### src/rtl/dma_word_adapter.sv
// Word-to-line DMA adapter: turns 32-bit CPU reads/writes into single 512-bit line
// transfers, keeping one line cached and writing every store straight through.
module dma_word_adapter #(
    parameter int ADDR_WIDTH = 64,
    parameter int WORD_WIDTH = 32,
    parameter int LINE_WIDTH = 512
) (
    input  logic                  clk,
    input  logic                  rst_n,
    input  logic                  inv,
    input  logic                  req_valid,
    input  logic                  req_we,
    input  logic [ADDR_WIDTH-1:0] req_addr,
    input  logic [WORD_WIDTH-1:0] req_wdata,
    output logic                  req_ready,
    output logic                  rsp_valid,
    output logic [WORD_WIDTH-1:0] rsp_rdata,
    output logic [ADDR_WIDTH-1:0] dma_addr,
    output logic                  dma_rd_go,
    output logic                  dma_rd_en,
    input  logic [LINE_WIDTH-1:0] dma_rd_data,
    input  logic                  dma_empty,
    output logic                  dma_wr_go,
    output logic                  dma_wr_en,
    output logic [LINE_WIDTH-1:0] dma_wr_data,
    input  logic                  dma_full,
    input  logic                  dma_wr_done
);

    localparam int WORDS  = LINE_WIDTH / WORD_WIDTH;
    localparam int IDX_W  = $clog2(WORDS);
    localparam int BYTE_W = $clog2(WORD_WIDTH / 8);
    localparam int OFF_W  = IDX_W + BYTE_W;
    localparam int TAG_W  = ADDR_WIDTH - OFF_W;

    typedef enum logic [2:0] {
        IDLE, RD_GO, RD_WAIT, RD_POP, WR_GO, WR_WAIT, WR_DONE, RESP
    } state_t;

    function automatic logic [LINE_WIDTH-1:0] merge_word(
        input logic [LINE_WIDTH-1:0] line,
        input logic [IDX_W-1:0]      idx,
        input logic [WORD_WIDTH-1:0] word
    );
        logic [LINE_WIDTH-1:0] merged;
        merged = line;
        for (int i = 0; i < WORDS; i++) begin
            if (idx == IDX_W'(i)) merged[i*WORD_WIDTH +: WORD_WIDTH] = word;
        end
        return merged;
    endfunction

    state_t                  state_q, state_d;
    logic                    ready_q;
    logic                    valid_q;
    logic                    inv_pend_q;
    logic [TAG_W-1:0]        tag_q;
    logic [LINE_WIDTH-1:0]   line_q;
    logic                    we_q;
    logic [IDX_W-1:0]        idx_q;
    logic [WORD_WIDTH-1:0]   wdata_q;
    logic [ADDR_WIDTH-1:0]   dma_addr_q;
    logic                    rsp_valid_q;
    logic [WORD_WIDTH-1:0]   rsp_rdata_q;

    logic [TAG_W-1:0]        req_tag;
    logic [IDX_W-1:0]        req_idx;
    logic                    hit;
    logic                    accept;
    logic [WORD_WIDTH-1:0]   sel_word;
    logic                    unused_addr_bits;

    assign req_tag          = req_addr[ADDR_WIDTH-1:OFF_W];
    assign req_idx          = req_addr[OFF_W-1:BYTE_W];
    assign unused_addr_bits = ^req_addr[BYTE_W-1:0];

    // A concurrent or pending invalidate must never let a stale line satisfy a request.
    assign hit = valid_q & (req_tag == tag_q) & ~inv & ~inv_pend_q;

    always_comb begin
        // NOTE: every output of this block gets a default first so no path infers a latch.
        state_d   = state_q;
        accept    = 1'b0;
        req_ready = 1'b0;
        dma_rd_go = 1'b0;
        dma_rd_en = 1'b0;
        dma_wr_go = 1'b0;
        dma_wr_en = 1'b0;
        case (state_q)
            IDLE: begin
                req_ready = ready_q;
                if (req_valid && ready_q) begin
                    accept = 1'b1;
                    if (!hit)       state_d = RD_GO;
                    else if (req_we) state_d = WR_GO;
                    else            state_d = RESP;
                end
            end
            RD_GO: begin
                dma_rd_go = 1'b1;
                state_d   = RD_WAIT;
            end
            RD_WAIT: if (!dma_empty) state_d = RD_POP;
            RD_POP: begin
                dma_rd_en = 1'b1;
                state_d   = we_q ? WR_GO : RESP;
            end
            WR_GO: begin
                dma_wr_go = 1'b1;
                state_d   = WR_WAIT;
            end
            WR_WAIT: begin
                if (!dma_full) begin
                    dma_wr_en = 1'b1;
                    state_d   = WR_DONE;
                end
            end
            WR_DONE: if (dma_wr_done) state_d = RESP;
            RESP:    state_d = IDLE;
            default: state_d = IDLE;
        endcase
    end

    always_comb begin
        sel_word = '0;
        for (int i = 0; i < WORDS; i++) begin
            if (idx_q == IDX_W'(i)) sel_word = line_q[i*WORD_WIDTH +: WORD_WIDTH];
        end
    end

    // NOTE: all sequential state uses non-blocking assignments so every flop samples pre-edge values.
    always_ff @(posedge clk or negedge rst_n) begin
        if (!rst_n) begin
            state_q     <= IDLE;
            ready_q     <= 1'b0;
            valid_q     <= 1'b0;
            inv_pend_q  <= 1'b0;
            dma_addr_q  <= '0;
            rsp_valid_q <= 1'b0;
            rsp_rdata_q <= '0;
        end else begin
            state_q     <= state_d;
            ready_q     <= 1'b1;
            rsp_valid_q <= (state_q == RESP);
            if (state_q == RESP) rsp_rdata_q <= sel_word;
            if (accept) dma_addr_q <= {req_tag, {OFF_W{1'b0}}};

            if (state_q == IDLE && inv) valid_q <= 1'b0;
            if (state_q != IDLE && inv) inv_pend_q <= 1'b1;
            if (state_q == RD_POP) valid_q <= 1'b1;
            // Leaving RESP is the only way back to IDLE; a line fetched under an invalidate is dropped.
            if (state_q == RESP) begin
                inv_pend_q <= 1'b0;
                if (inv_pend_q || inv) valid_q <= 1'b0;
            end
        end
    end

    // NOTE: the line buffer and request captures carry no reset; valid_q alone qualifies them.
    always_ff @(posedge clk) begin
        if (accept) begin
            we_q    <= req_we;
            idx_q   <= req_idx;
            wdata_q <= req_wdata;
            if (hit && req_we) line_q <= merge_word(line_q, req_idx, req_wdata);
        end
        if (state_q == RD_POP) begin
            tag_q  <= dma_addr_q[ADDR_WIDTH-1:OFF_W];
            line_q <= we_q ? merge_word(dma_rd_data, idx_q, wdata_q) : dma_rd_data;
        end
    end

    assign dma_addr    = dma_addr_q;
    assign rsp_valid   = rsp_valid_q;
    assign rsp_rdata   = rsp_rdata_q;
    assign dma_wr_data = dma_wr_en ? line_q : '0;

endmodule

### config.mk
export PLATFORM = sky130hd
export DESIGN_NAME = dma_word_adapter
export DESIGN_NICKNAME = d
export VERILOG_FILES = /design/src/rtl/dma_word_adapter.sv
export SDC_FILE = /design/constraint.sdc
export NUM_CORES = 2
export LEC_CHECK = 0
export ABC_AREA = 1
export BUFFER_PORTS_ARGS = -buffer_cell sky130_fd_sc_hd__buf_2
export CORE_AREA = 2 2 476 478
export DETAILED_ROUTE_END_ITERATION = 8
export DIE_AREA = 0 0 478 480
export GPL_ROUTABILITY_DRIVEN = 0
export GPL_TIMING_DRIVEN = 0
export PLACE_DENSITY = 0.35
export SLEW_MARGIN = 20
export SYNTH_ARGS = -nofsm -noshare
export SYNTH_HDL_FRONTEND = slang
export SYNTH_SLANG_ARGS = --single-unit
export TNS_END_PERCENT = 5
### constraint.sdc
create_clock -name clk -period 4.4 [get_ports clk]
set_input_delay 0.22 -clock clk [delete_from_list [all_inputs] [get_ports clk]]
set_output_delay 0.22 -clock clk [all_outputs]
set_load 0.02 [all_outputs]
==> Flow_metrics.wiki <==
{| class="wikitable"
! Metric !! Value
|-
| Status || finished, final reports clean
|-
| Maximum fanout along the worst path || 10
|-
| Worst skew pair latency || 0.77 ns
|-
| Cell at the root of the clock tree || clkbuf_16
|-
| TritonCTS buffer count || 96
|-
| Post-Synth Simple-Gate Area || 24.4%
|-
| Critical path class || reg -> out
|-
| Count of final max-slew check failures || 0
|-
| Post-route ant nets || 0
|-
| Period utilisation layout || 95.4%
|-
| Total routed wirelength || around 340,000 µm
|-
| Number of H-tree levels || 3
|-
| Critical-path cell with the highest stage delay || nor2_1
|-
| Type of destination of the critical path || primary output
|-
| Highest achievable clock rate || between 200 and 250 MHz
|-
| Post-DP HPWL || ~290,000 µm
|-
| Unrepaired setup endpoints after global routing || false
|-
| Via/cell ratio || 4.48
|-
| Post-Synthesis Cell Area || 41,500 µm²
|-
| Lkg Pwr || slightly above 30 nW
|-
| Total number of clock tree sinks || about 700
|-
| Routed wirelength normalized by instance count || about 32 µm
|-
| Drt initial violations || ~4.5k
|-
| Number of synthesis warnings || 0
|-
| TritonCTS clock tree || built
|-
| Via count of the first global-routing pass || roughly 47k
|-
| IO Pins || 1,230
|-
| Number of standard-cell rows in the floorplan || 174
|-
| Proportion of synthesized chip area in sequential cells || 49.8%
|-
| Max incr delay on CP || 0.59 ns
|-
| Kind of cell adding the most delay to the critical path || buffers and inverters
|-
| Multiplexer share of the synthesized area || 0%
|-
| Final setup violating endpoints || 0
|-
| Number of synthesized register bits || a little over 700
|-
| Commonest non-fill, non-tap cell in the layout || buf_2
|-
| Crit path time final || 4.20 ns
|-
| Number of antenna violations at the first check in global routing || 100
|-
| Number of max-capacitance violations reported || 0
|-
| Xor and xnor fraction of the mapped netlist area || 0.465%
|-
| Global-route total usage across every layer || 28.8%
|-
| Fin nets || 8,193
|-
| Dominant combinational cell family by area after synthesis || simple AND/OR/NAND/NOR gates
|-
| Slew HR || between 10% and 20%
|-
| Post-synthesis share of cell area spent on full adders, half adders and majority gates || 0%
|-
| Global-route wire length before repair || 441,000 µm
|-
| Overflow after GRT || 0
|-
| Final number of hold-violating endpoints || 0
|-
| Data required time of the worst path || about 4.2 ns
|-
| DRC Markers || 0
|-
| Core Box Area || 224,000 µm²
|-
| Post-Place Setup Slack || 0.413 ns
|-
| Peak ir drop on the vdd network || 0.000316 V
|-
| Actual transition at the worst max-transition pin || 1.24 ns
|-
| Final clock skew || 0.0544 ns
|-
| Number of vias after detailed routing || 47.9k
|-
| CP Cell Sequence || or2_2, nor2_1, inv_1, nor2_1, inv_2, clkbuf_1, buf_2, nor2_1, buf_2
|-
| Area enclosed by the die boundary || 229,000 µm²
|-
| Worst hold path class || in -> reg
|-
| Total of buffers placed on input and output ports || 1,221
|-
| Initial Util || between 10% and 20%
|-
| Die boundary width || 478 µm
|-
| Type of element launching the critical path || flip-flop
|-
| Buffer depth of the longest clock path || 3
|-
| Post-CTS Repair Setup Buffers || 0
|-
| Most numerous cell on the critical path || nor2_1
|-
| Fraction of layout instances using a drive strength above 1 || 20.7%
|-
| Mean instance size in the synthesized netlist || 7.29 µm²
|-
| PwrDens || 577 nW/µm²
|-
| Compound-gate portion of the synthesized area || about an eighth
|-
| Chip Height || ~480 µm
|-
| Critical path buffer and inverter count || 5
|-
| Commonest cells after routing, fill and taps aside || 1,346 x buf_2, 1,327 x nand2_1, 1,056 x inv_1
|-
| Drt pass-1 iters || 8
|-
| Clock-pin transition on the worst setup and hold timing paths || 0.06 ns
|-
| Worst setup margin || approximately 0.20 ns
|-
| Data arrival, critical path || 3.98 ns
|-
| Worst hold slack || 0.0493 ns
|-
| Instance count of the mapped netlist || 5,689
|-
| Number of library cell types mapped by synthesis || 34
|-
| Largest net degree at the start of global routing || 66
|-
| Synthesis-to-finish area growth || 46.2%
|-
| Number of inserted filler cells in the final layout || 25.1k
|}
[where the power goes]
| part | switching (mW) | internal (mW) |
|---|---|---|
| registers | 1.96 | 10.9 |
| clock network | 3.65 | 4.73 |
| logic | 10.4 | 3.35 |
[worst reg2reg max path, cell delays in order (launching register included)]
cell      delay, ns
edfxtp_1       0.50
nor2_2         0.62
nand2_1        0.73
inv_2          0.26
clkbuf_1       0.82
nand2_1        0.18
nand4_1        0.35
nor2_1         0.16
nand4_1        0.12
nand2_1        0.06
nand2_1        0.05
[repair_timing]
item	4_1_cts	5_1_grt
resized for setup	0	2
setup endpoints to repair	0	2
hold buffers	545	0
endpoints found under the hold margin	638	0
[flip-flops by register name, indices dropped and copies added (netlist names), 3 cells and up]
name,count
wdata_q,32
rsp_rdata,32
state_q,3
line_q,512
dma_addr,58
tag_q,58
idx_q,4
[routing by layer]
metal  vias to the layer above  GRT usage, %  part of all wire [%]
li1                      21624             -                     -
met1                     23409          34.9                    40
met2                      2360          49.0                    47
met3                       493          6.77                   8.0
met4                        36          11.4                   4.6
met5                         -             0                 0.068
[stage by stage]
| step | area [µm²] | instances | power, mW | setup TNS [ns] | util [%] |
|---|---|---|---|---|---|
| finish | 60600 | 10687 | 35.0 | 0 | 27.1 |
| global route | 60600 | 10667 | 36.5 | 0 | 27.0 |
| CTS | 60500 | 10649 | 35.1 | 0 | 27.0 |
| detailed placement | 51800 | 9926 | 26.2 | 0 | 23.1 |
| global placement | 51300 | 9907 | 26.0 | -456.30 | 22.9 |
| floorplan | 41500 | 5694 | 18.2 | 0 | - |
[area by class of cell]
type	instances	area (µm²)	area share (%)
buffer	371	1610	2.65
clock inverter	51	563	0.928
timing repair buffer	1785	12000	19.8
inverter	1067	4010	6.60
sequential	704	20700	34.1
tap	2992	3740	6.17
clock buffer	127	2680	4.42
antenna	38	95.1	0.157
multi-input combinational	3552	15300	25.2
[cell usage after synthesis]
library cell  count  area, µm²
and3_1            1       6.26
nand2_1        1343       5040
o21ai_0         515       2580
buf_2           125        626
xnor2_1           7       61.3
buf_1            22       82.6
nor2_4            4       45.0
conb_1            2       7.51
nand3b_1          1       7.51
nor2_1          927       3480
buf_4            11       82.6
nand3_1         131        656
clkbuf_1        213        800
xor2_1           15        131
or2_2             4       25.0
nand3_2           2       20.0
o21ai_1          86        430
nand4_1         111        694
a21oi_1         361       1810
o211ai_1          1       7.51
nor4_1            5       31.3
o22ai_1           6       37.5
nor3_1            6       30.0
a21boi_0          1       7.51
dfrtp_1          97       2430
edfxtp_1        607      18200
o221ai_1          1       8.76
nand2_2           6       37.5
nor2_2            6       37.5
and2_1            1       6.26
inv_2            11       41.3
inv_1          1056       3960
o2111ai_1         2       17.5
a211oi_1          2       15.0
[kinds of logic after synthesis]
kind of cell	count (synthesis)
buffers and inverters	1438
other	2
AOI/OAI and AO/OA	975
xor gates and xnor gates	22
and+or+nand+nor	2548
DFF	704
[path summary, 6_finish.rpt]
check / startpoint / to / slack, ns / cells past startpoint
setup / recovery: state_q[1]$_DFFE_PN0P_ / dma_wr_data[240] / 0.20 / 9
hold / removal: dma_rd_data[57] / line_q[57]$_DFFE_PP_ / 0.05 / 5
setup reg to reg: idx_q[0]$_DFFE_PP_ / rsp_rdata[11]$_DFFE_PN0P_ / 0.50 / 10
hold reg to reg: dma_addr[26]$_DFFE_PN0P_ / tag_q[20]$_DFFE_PP_ / 0.47 / 0
max in group asynchronous: rst_n / dma_addr[26]$_DFFE_PN0P_ / 3.88 / 3
min in group asynchronous: rst_n / rsp_rdata[14]$_DFFE_PN0P_ / 0.07 / 3
No activity file was read; power rests on OpenSTA's default activity.
